`src/rtl/fix_mac_accum.sv`:
```
// Signed fixed-point multiply-accumulate over packets, with a round/saturate result per packet.
// Latency: last beat accepted at edge t -> out_valid=1 after edge t+3 (mult, accumulate, round, saturate).
// Backpressure: in_ready drops from the last beat until the result handshake; the result holds while out_ready=0.
//
// Ports:
//   sys_clk, sys_rst        : clock, synchronous active-high reset
//   in_valid/in_ready       : input beat handshake
//   in_a, in_b              : signed operands (D_W bits, FRAC_W fraction bits)
//   in_sub                  : subtract this beat's product instead of adding it
//   in_last                 : final beat of the packet
//   out_valid/out_ready     : result handshake
//   out_q                   : rounded, saturated packet result
//   out_sat                 : result clipped, or accumulator wrapped during the packet
module fix_mac_accum #(
  parameter int D_W    = 16,
  parameter int FRAC_W = 14,
  parameter int ACC_W  = 40
) (
  input  logic           sys_clk,
  input  logic           sys_rst,
  input  logic           in_valid,
  output logic           in_ready,
  input  logic [D_W-1:0] in_a,
  input  logic [D_W-1:0] in_b,
  input  logic           in_sub,
  input  logic           in_last,
  output logic           out_valid,
  input  logic           out_ready,
  output logic [D_W-1:0] out_q,
  output logic           out_sat
);

  localparam int P_W = 2 * D_W;
  // Width of the rounded value before saturation: one guard bit above the accumulator.
  localparam int RW  = ACC_W + 1 - FRAC_W;

  localparam logic [1:0] ST_IDLE  = 2'd0;
  localparam logic [1:0] ST_ACCUM = 2'd1;
  localparam logic [1:0] ST_DRAIN = 2'd2;
  localparam logic [1:0] ST_OUT   = 2'd3;

  localparam logic [ACC_W:0] HALF = {{ACC_W{1'b0}}, 1'b1} << (FRAC_W - 1);

  logic [1:0]       state_q,    state_d;
  // stage 1: product and beat attributes
  logic             s1_vld_q,   s1_vld_d;
  logic [P_W-1:0]   s1_p_q,     s1_p_d;
  logic             s1_sub_q,   s1_sub_d;
  logic             s1_last_q,  s1_last_d;
  logic             s1_first_q, s1_first_d;
  // stage 2: accumulator and sticky overflow
  logic [ACC_W-1:0] acc_q,      acc_d;
  logic             ov_q,       ov_d;
  logic             s2_last_q,  s2_last_d;
  // stage 3: rounded packet value
  logic             s3_vld_q,   s3_vld_d;
  logic [RW-1:0]    s3_r_q,     s3_r_d;
  logic             s3_ov_q,    s3_ov_d;
  // output register
  logic             out_valid_q, out_valid_d;
  logic [D_W-1:0]   out_q_q,     out_q_d;
  logic             out_sat_q,   out_sat_d;

  logic                    accept;
  logic [P_W-1:0]          a_ext, b_ext, prod;
  logic [ACC_W-1:0]        base, p_ext, sum;
  logic                    add_ov;
  logic signed [ACC_W:0]   rnd;
  logic [RW-D_W:0]         r_hi;
  logic                    fits;

  always_comb begin
    state_d     = state_q;
    s1_vld_d    = 1'b0;
    s1_p_d      = s1_p_q;
    s1_sub_d    = s1_sub_q;
    s1_last_d   = s1_last_q;
    s1_first_d  = s1_first_q;
    acc_d       = acc_q;
    ov_d        = ov_q;
    s2_last_d   = 1'b0;
    s3_vld_d    = 1'b0;
    s3_r_d      = s3_r_q;
    s3_ov_d     = s3_ov_q;
    out_valid_d = out_valid_q;
    out_q_d     = out_q_q;
    out_sat_d   = out_sat_q;

    in_ready = (state_q == ST_IDLE) || (state_q == ST_ACCUM);
    accept   = in_valid && in_ready;

    // Full-width signed product via explicit sign extension to 2*D_W.
    a_ext = {{D_W{in_a[D_W-1]}}, in_a};
    b_ext = {{D_W{in_b[D_W-1]}}, in_b};
    prod  = a_ext * b_ext;

    // The first beat of a packet starts from zero, so stale acc never leaks in.
    base  = s1_first_q ? '0 : acc_q;
    p_ext = ACC_W'($signed(s1_p_q));
    sum   = s1_sub_q ? (base - p_ext) : (base + p_ext);
    if (s1_sub_q)
      add_ov = (base[ACC_W-1] != p_ext[ACC_W-1]) && (sum[ACC_W-1] != base[ACC_W-1]);
    else
      add_ov = (base[ACC_W-1] == p_ext[ACC_W-1]) && (sum[ACC_W-1] != base[ACC_W-1]);

    // Round half up: one extra bit so adding the half-LSB cannot wrap.
    rnd = $signed({acc_q[ACC_W-1], acc_q}) + $signed(HALF);

    // Value fits in D_W bits when every bit from the D_W sign position up agrees.
    r_hi = s3_r_q[RW-1:D_W-1];
    fits = (&r_hi) || !(|r_hi);

    if (accept) begin
      s1_vld_d   = 1'b1;
      s1_p_d     = prod;
      s1_sub_d   = in_sub;
      s1_last_d  = in_last;
      s1_first_d = (state_q == ST_IDLE);
    end

    if (s1_vld_q) begin
      acc_d     = sum;
      ov_d      = (s1_first_q ? 1'b0 : ov_q) | add_ov;
      s2_last_d = s1_last_q;
    end

    if (s2_last_q) begin
      s3_vld_d = 1'b1;
      s3_r_d   = RW'(rnd >>> FRAC_W);
      s3_ov_d  = ov_q;
    end

    case (state_q)
      ST_IDLE, ST_ACCUM: begin
        if (accept)
          state_d = in_last ? ST_DRAIN : ST_ACCUM;
      end
      ST_DRAIN: begin
        if (s3_vld_q) begin
          state_d     = ST_OUT;
          out_valid_d = 1'b1;
          if (fits) begin
            out_q_d   = s3_r_q[D_W-1:0];
            out_sat_d = s3_ov_q;
          end else begin
            out_q_d   = s3_r_q[RW-1] ? {1'b1, {(D_W-1){1'b0}}} : {1'b0, {(D_W-1){1'b1}}};
            out_sat_d = 1'b1;
          end
        end
      end
      default: begin
        if (out_ready) begin
          state_d     = ST_IDLE;
          out_valid_d = 1'b0;
        end
      end
    endcase
  end

  always_ff @(posedge sys_clk) begin
    if (sys_rst) begin
      state_q     <= ST_IDLE;
      s1_vld_q    <= 1'b0;
      s1_p_q      <= '0;
      s1_sub_q    <= 1'b0;
      s1_last_q   <= 1'b0;
      s1_first_q  <= 1'b0;
      acc_q       <= '0;
      ov_q        <= 1'b0;
      s2_last_q   <= 1'b0;
      s3_vld_q    <= 1'b0;
      s3_r_q      <= '0;
      s3_ov_q     <= 1'b0;
      out_valid_q <= 1'b0;
      out_q_q     <= '0;
      out_sat_q   <= 1'b0;
    end else begin
      state_q     <= state_d;
      s1_vld_q    <= s1_vld_d;
      s1_p_q      <= s1_p_d;
      s1_sub_q    <= s1_sub_d;
      s1_last_q   <= s1_last_d;
      s1_first_q  <= s1_first_d;
      acc_q       <= acc_d;
      ov_q        <= ov_d;
      s2_last_q   <= s2_last_d;
      s3_vld_q    <= s3_vld_d;
      s3_r_q      <= s3_r_d;
      s3_ov_q     <= s3_ov_d;
      out_valid_q <= out_valid_d;
      out_q_q     <= out_q_d;
      out_sat_q   <= out_sat_d;
    end
  end

  assign out_valid = out_valid_q;
  assign out_q     = out_q_q;
  assign out_sat   = out_sat_q;

endmodule
```
`config.mk`:
```
export PLATFORM = sky130hd
export DESIGN_NAME = fix_mac_accum
export DESIGN_NICKNAME = d
export VERILOG_FILES = /design/src/rtl/fix_mac_accum.sv
export SDC_FILE = /design/constraint.sdc
export NUM_CORES = 1
export LEC_CHECK = 0
export CORE_MARGIN = 2
export CORE_UTILIZATION = 35
export CTS_CLUSTER_DIAMETER = 30
export DETAILED_ROUTE_END_ITERATION = 8
export DONT_BUFFER_PORTS = 1
export SLEW_MARGIN = 20
export SYNTH_ARGS = -nofsm -noshare
export SYNTH_HDL_FRONTEND = slang
export SYNTH_SLANG_ARGS = --single-unit
```
`constraint.sdc`:
```
create_clock -name sys_clk -period 7.2 [get_ports sys_clk]
set_clock_uncertainty 0.2 [all_clocks]
set_input_delay 0.72 -clock sys_clk [delete_from_list [all_inputs] [get_ports sys_clk]]
set_output_delay 0.72 -clock sys_clk [all_outputs]
set_load 0.02 [all_outputs]
```
==> key figures, run 1 <==
Clocking
  – Worst-skew pair later-pin latency: 0.43 ns
  – CTS tree: done
  – Post-CTS Hold Buffers: 0
  – Clock tree buffer depth: 2
  – Root buf cell: clkbuf_16
  – Clk slew on worst S/H paths: 0.07 ns
  – CTS sink cnt: 127
  – Cts bufs inserted: 17
  – PostCTS Resize Cnt: 0
  – CTS H-tree depth: 4
  – Setup bufs post-CTS: 0

Floorplanning
  – Core area: 50,100 µm²
  – I/O pins: 57
  – Die H: 229 µm
  – Std-Cell Rows: 82
  – Die width: 229 µm
  – Area of the die: 52,500 µm²
  – Starting Density: 0.355

Setup path
  – CP required: 7.36 ns
  – CP startpoint kind: primary input
  – Reg2Reg Setup Slack: 1.66 ns
  – Worst EP arrival: 6.90 ns
  – Critical Path Fanout Max: 16
  – Critical path class: primary input to flop
  – Worst Setup End Kind: flop

Route
  – Final wirelength: 39.3 mm
  – Post-route DRC: 0
  – Detailed Route Iter0 Violations: 693
  – Vias per cell: 4.83
  – Antenna Nets Post-Route: 0
  – Drt pass-1 iters: 6
  – Vias: 13,100
  – Wirelength per Cell: 14.5 µm

Finish
  – Layout area overhead: 6.86%
  – Share of layout cells above drive strength 1: 0.0324
  – Fill count: 5,184
  – # diodes: 0
  – Final Net Count: 2,450

Place
  – Dpl ws: 0.0465 ns
  – Routability congestion estimate: 0.876
  – Final HPWL DP: 32.2 mm
  – Number of I/O port buffers: 0

GRT
  – Total gr overflow: 0
  – Global routing usage summed across all routing layers: 0.155
  – First-pass GRT wire length: 68.0 mm
  – Largest net degree at the start of global routing: 122
  – Vias in the first global route: 13,800
  – Initial antenna violation count: 0

Timing
  – TNS Setup: 0 ns
  – Min Tclk post-route: 6.75 ns
  – Final Hold Viols: 0
  – RSZ-0062 raised after global routing: false
  – Fmax: 0.148 GHz
  – Max-slew violation count: 0
  – Fin crit share: 0.937
  – Final worst slack: 0.453 ns
  – Slew margin rel.: 0.345
  – Worst-margin pin slew: 0.978 ns
  – Endpoints failing setup: 0

Logic synthesis
  – Synth Instances: 2,079
  – Number of flops mapped to enable cells by yosys: 0
  – Syn_area_per_cell: 8.54 µm²
  – #FFs+latches synth: 127
  – Synth Flop Type: dfxtp_1
  – Syn nets: 2,503
  – Synthesis Warnings: 0
  – Sequential-to-total area share from yosys stat: 0.143
  – Area of the mapped netlist: 17,800 µm²
  – Asr flop ratio synth: 0
  – Netlist cell types: 70

Min path
  – Hold Path Class: primary input to flop

Flow run
  – Max-cap viol count: 0

Run status
  – Status: finished clean
-- cell usage in the layout (no fill, tap or decap), types with 30 or more instances in the layout --
cell and count:
ha_1 123, a211oi_1 51, o21ai_0 38, inv_1 328, xor2_1 31, and2_1 137
xnor2_1 91, nor2b_1 38, nand2_1 217, mux2i_1 31, fa_1 263, nor3_1 30
a21oi_1 106, a21o_1 41, nor2_1 156, dfxtp_1 126
-- routing by layer --
layer / vias up / track usage / share of wire
met5: - / 0 / 0
met4: 0 / 0.0313 / 0.011
met3: 30 / 0.0235 / 0.043
met2: 267 / 0.259 / 0.45
met1: 6267 / 0.213 / 0.49
li1: 6537 / - / -
-- cell families after synthesis --
logic type / after synthesis / share of synthesized area
mux: 32 / 0.0187
simple gates: 680 / 0.188
buf+inv: 410 / 0.0883
fa+ha+maj: 386 / 0.383
flops: 127 / 0.143
xor+xnor: 123 / 0.0611
compound gates: 321 / 0.117
-- cell usage after synthesis (3+ instances only) --
library cell | instances | share of area
a311oi_1 | 5 | 0.0025
xor2_1 | 31 | 0.015
a21boi_0 | 4 | 0.0017
and2_1 | 137 | 0.048
o21ai_0 | 38 | 0.011
o22ai_1 | 4 | 0.0014
xnor2_1 | 91 | 0.045
nor2_1 | 156 | 0.033
or2_2 | 3 | 0.0011
a21o_1 | 41 | 0.017
nor3_1 | 30 | 0.0085
o21a_1 | 5 | 0.0021
inv_1 | 328 | 0.069
a221oi_1 | 4 | 0.0020
nor2b_1 | 39 | 0.014
nand2_1 | 217 | 0.046
o311ai_0 | 3 | 0.0015
a22o_1 | 3 | 0.0015
nand4_1 | 10 | 0.0035
nand2b_1 | 13 | 0.0046
buf_1 | 10 | 0.0021
o21ai_1 | 3 | 0.00085
o31ai_1 | 9 | 0.0038
and3_1 | 16 | 0.0056
nand3_1 | 21 | 0.0059
a211oi_1 | 51 | 0.022
fa_1 | 263 | 0.30
a21oi_1 | 106 | 0.030
or3_1 | 9 | 0.0032
a211o_1 | 3 | 0.0015
a31oi_1 | 15 | 0.0053
dfxtp_1 | 127 | 0.14
clkbuf_1 | 68 | 0.014
o21bai_1 | 11 | 0.0047
mux2i_1 | 31 | 0.017
and2b_2 | 3 | 0.0015
nor4_1 | 9 | 0.0032
ha_1 | 123 | 0.087
-- flip-flops by register name, indices dropped and copies added, names as in the netlist --
signal      count
acc_q          40
s1_p_q         32
s3_r_q         27
out_q          16
state_q         2
out_sat         1
out_valid       1
ov_q            1
s1_first_q      1
s1_last_q       1
s1_sub_q        1
s1_vld_q        1
s2_last_q       1
s3_ov_q         1
s3_vld_q        1
-- cell type report --
class | count | area, µm² | area share
tap | 672 | 841 | 0.0443
inverter | 328 | 1230 | 0.0649
clock buffer | 19 | 443 | 0.0234
sequential | 127 | 2540 | 0.134
timing repair buffer | 10 | 75.1 | 0.00396
multi-input combinational | 1542 | 13700 | 0.720
clock inverter | 13 | 178 | 0.00937
-- critical path, stage by stage --
cell      delay, ns
and2_1         0.15
fa_1           0.53
inv_1          0.06
fa_1           0.50
fa_1           0.51
inv_1          0.05
fa_1           0.46
fa_1           0.54
inv_1          0.05
fa_1           0.52
inv_1          0.04
ha_1           0.35
and3_1         0.21
a221oi_1       0.28
o21ai_0        0.18
and3_1         0.21
a221oi_1       0.52
nand2_1        0.17
a21oi_1        0.17
o21ai_0        0.10
or4_1          0.40
a31oi_1        0.16
-- worst paths after layout --
path,cells past startpoint,end,start
hold reg to reg,2,s1_last_q$_SDFFE_PP0P_,s1_last_q$_SDFFE_PP0P_
setup reg to reg,20,acc_q[39]$_SDFFE_PP0P_,s1_p_q[2]$_SDFFE_PP0P_
setup / recovery,22,s1_p_q[31]$_SDFFE_PP0P_,in_b[6]
hold / removal,1,acc_q[34]$_SDFFE_PP0P_,sys_rst
-- stage by stage --
stage	cell area, µm²	hold slack (ns)	std cells	util
final	19000	0.195	2711	0.379
after global routing	19000	0.172	2711	0.379
after detailed placement	18300	0.253	2679	0.366
after CTS	19000	0.161	2711	0.379
after global placement	18300	0.247	2679	0.366
after floorplan	17800	0.230	2079	-
Power of run 1 is left out: the tool's default activity adds up to more than one toggle a clock period on the data nets, which glitch-free logic cannot reach.
==> run 2, diff against run 1 <==
CORE_UTILIZATION = 30   (was 35)
SLEW_MARGIN = 25   (was 20)
==> key figures, run 2 (synthesized netlist as in run 1, its figures left out) <==
Place
  – Final HPWL DP: 32.9 mm (+2.0%)
  – Placed cells: 2,779 (+3.7%)
  – Routability congestion estimate: 0.883 (+0.87%)
  – Number of I/O port buffers: 0 (unchanged)

Timing
  – Final Hold Viols: 0 (unchanged)
  – Slew margin rel.: 0.349 (+0.00324)
  – RSZ-0062 raised after global routing: false
  – Fin crit share: 0.928 (-0.00869)
  – Endpoints failing setup: 0 (unchanged)
  – Max-slew violation count: 0 (unchanged)
  – Fmax: 0.150 GHz (+0.94%)
  – Worst-margin pin slew: 0.974 ns (-0.00484 ns)
  – Min Tclk post-route: 6.68 ns (-0.0626 ns)
  – TNS Setup: 0 ns (unchanged)

Finish
  – Final instance count without filler cells: 2,811 (+3.7%)
  – Sequential Area: 2540 µm² (unchanged)
  – Fill count: 6,136 (+18%)
  – Largest Register: acc_q
  – Final Net Count: 2,449 (-0.041%)
  – Biggest regs: acc_q (40), s1_p_q (32), s3_r_q (27)
  – Share of layout cells above drive strength 1: 0.0324 (about the same)
  – Commonest cells after routing, fill and taps aside: inv_1 (328), fa_1 (263), nand2_1 (217)
  – Most common cell after layout, fill and taps aside: inv_1
  – Max reg flops: 40 (unchanged)
  – # diodes: 0 (unchanged)
  – Final core utilization: 0.325 (-0.0542)
  – Layout area overhead: 7.52%
  – Multi-input logic area: 13,700 µm² (unchanged)

GRT
  – M2 GR Usage: 0.225 (-0.0340)
  – Global routing usage summed across all routing layers: 0.137 (-0.0178)
  – Initial antenna violation count: 0 (unchanged)
  – Global route hottest layer: met2
  – Global Route met3 Usage: 0.0227 (-0.000848)
  – First-pass GRT wire length: 69.2 mm (+1.9%)
  – Total gr overflow: 0 (unchanged)
  – Global Route met1 Usage: 0.191 (-0.0215)
  – Vias in the first global route: 13,800 (+0.32%)
  – Largest net degree at the start of global routing: 122 (unchanged)

Setup path
  – Worst path cell trace: and2_1 > fa_1 > inv_1 > fa_1 > fa_1 > inv_1 > fa_1 > fa_1 > inv_1 > fa_1 > inv_1 > ha_1 > a21o_1 > a221oi_1 > o21ai_0 > and3_1 > a221oi_1 > nand2_1 > a21oi_1 > o21ai_0 > or4_1 > a31oi_1
  – Worst reg2reg endpoint: acc_q[39]$_SDFFE_PP0P_
  – Setup crit start: in_a[10]
  – CP startpoint kind: primary input
  – Critical path class: primary input to flop
  – Reg2Reg Setup Slack: 1.76 ns (+0.10 ns)
  – Worst Reg-to-Reg Cells: 20 (unchanged)
  – CP required: 7.35 ns (about the same)
  – CP endpoint: s1_p_q[31]$_SDFFE_PP0P_
  – Crit-path max cell delay: 0.55 ns (about the same)
  – Top cell by count, worst path: fa_1
  – Critical Path Fanout Max: 16 (unchanged)
  – Worst EP arrival: 6.84 ns (-0.06 ns)
  – Reg-to-reg startpoint: s1_p_q[2]$_SDFFE_PP0P_
  – Worst Setup End Kind: flop
  – Critical path's slowest cell: fa_1

Clocking
  – Cts bufs inserted: 17 (unchanged)
  – CTS sink cnt: 127 (unchanged)
  – Setup bufs post-CTS: 0 (unchanged)
  – Clock tree buffer depth: 2 (unchanged)
  – Post-CTS Hold Buffers: 0 (unchanged)
  – Worst-skew pair later-pin latency: 0.43 ns (about the same)
  – Root buf cell: clkbuf_16
  – CTS H-tree depth: 4 (unchanged)
  – PostCTS Resize Cnt: 0 (unchanged)
  – CTS tree: done
  – Clk slew on worst S/H paths: 0.07 ns (about the same)

Floorplanning
  – Starting Density: 0.302 (-0.0526)
  – Core area: 58,800 µm² (+17%)
  – Die H: 247 µm (+7.9%)
  – Area of the die: 61,100 µm² (+16%)
  – Std-Cell Rows: 89 (+8.5%)
  – Die width: 247 µm (+7.9%)
  – I/O pins: 57 (unchanged)

Route
  – Wirelength per Cell: 14.3 µm (-1.7%)
  – Post-route DRC: 0 (unchanged)
  – Final wirelength: 40.1 mm (+1.9%)
  – Antenna Nets Post-Route: 0 (unchanged)
  – Detailed Route Iter0 Violations: 695 (+0.29%)
  – Vias: 13,200 (+0.40%)
  – Drt pass-1 iters: 5 (-1)
  – Vias per cell: 4.68 (-3.2%)

Run status
  – Status: finished clean

Min path
  – Hold Path Class: primary input to flop
  – WHS Path Cells: 1 (unchanged)

Flow run
  – Max-cap viol count: 0 (unchanged)
run 2: per-layer routing:
| layer | vias to the layer above | routed length [µm] |
|---|---|---|
| met5 | - | 0 |
| met4 | 0 | 406 |
| met3 | 37 | 1830 |
| met2 | 267 | 17800 |
| met1 | 6315 | 20000 |
| li1 | 6535 | - |
run 2: worst max-delay path, delay by kind of cell:
family	cells	cell delay, ns
buffers and inverters	4	0.20
adders and majority gates	7	3.45
and+or+nand+nor	4	0.94
AOI/OAI and AO/OA	7	1.52
run 2: area by class of cell:
class                   count  share of cell area
repair buffers              9             0.00354
well taps                 773              0.0507
inverters                 328              0.0645
flip-flops and latches    127               0.133
clock buffers              17              0.0223
clock inverters            15              0.0102
multi-input cells        1542               0.716
run 2: worst min path at each step:
stage | start | to | slack [ns]
after global routing | sys_rst | acc_q[34]$_SDFFE_PP0P_ | 0.18
after floorplan | s1_last_q$_SDFFE_PP0P_ | s2_last_q$_SDFF_PP0_ | 0.23
final | sys_rst | acc_q[31]$_SDFFE_PP0P_ | 0.21
after CTS | sys_rst | acc_q[31]$_SDFFE_PP0P_ | 0.17
after detailed placement | s1_last_q$_SDFFE_PP0P_ | s1_last_q$_SDFFE_PP0P_ | 0.24
after global placement | s1_last_q$_SDFFE_PP0P_ | s1_last_q$_SDFFE_PP0P_ | 0.24
run 2: per-stage QoR:
stage / hold WS [ns] / setup WS, ns / cell area, µm²
after detailed placement: 0.244 / 0.142 / 18500
after floorplan: 0.230 / 0.308 / 17800
after CTS: 0.174 / 0.587 / 19100
after global placement: 0.243 / 0.181 / 18500
after global routing: 0.178 / 0.211 / 19100
final: 0.206 / 0.516 / 19100
Power of run 2 is left out for the same reason.
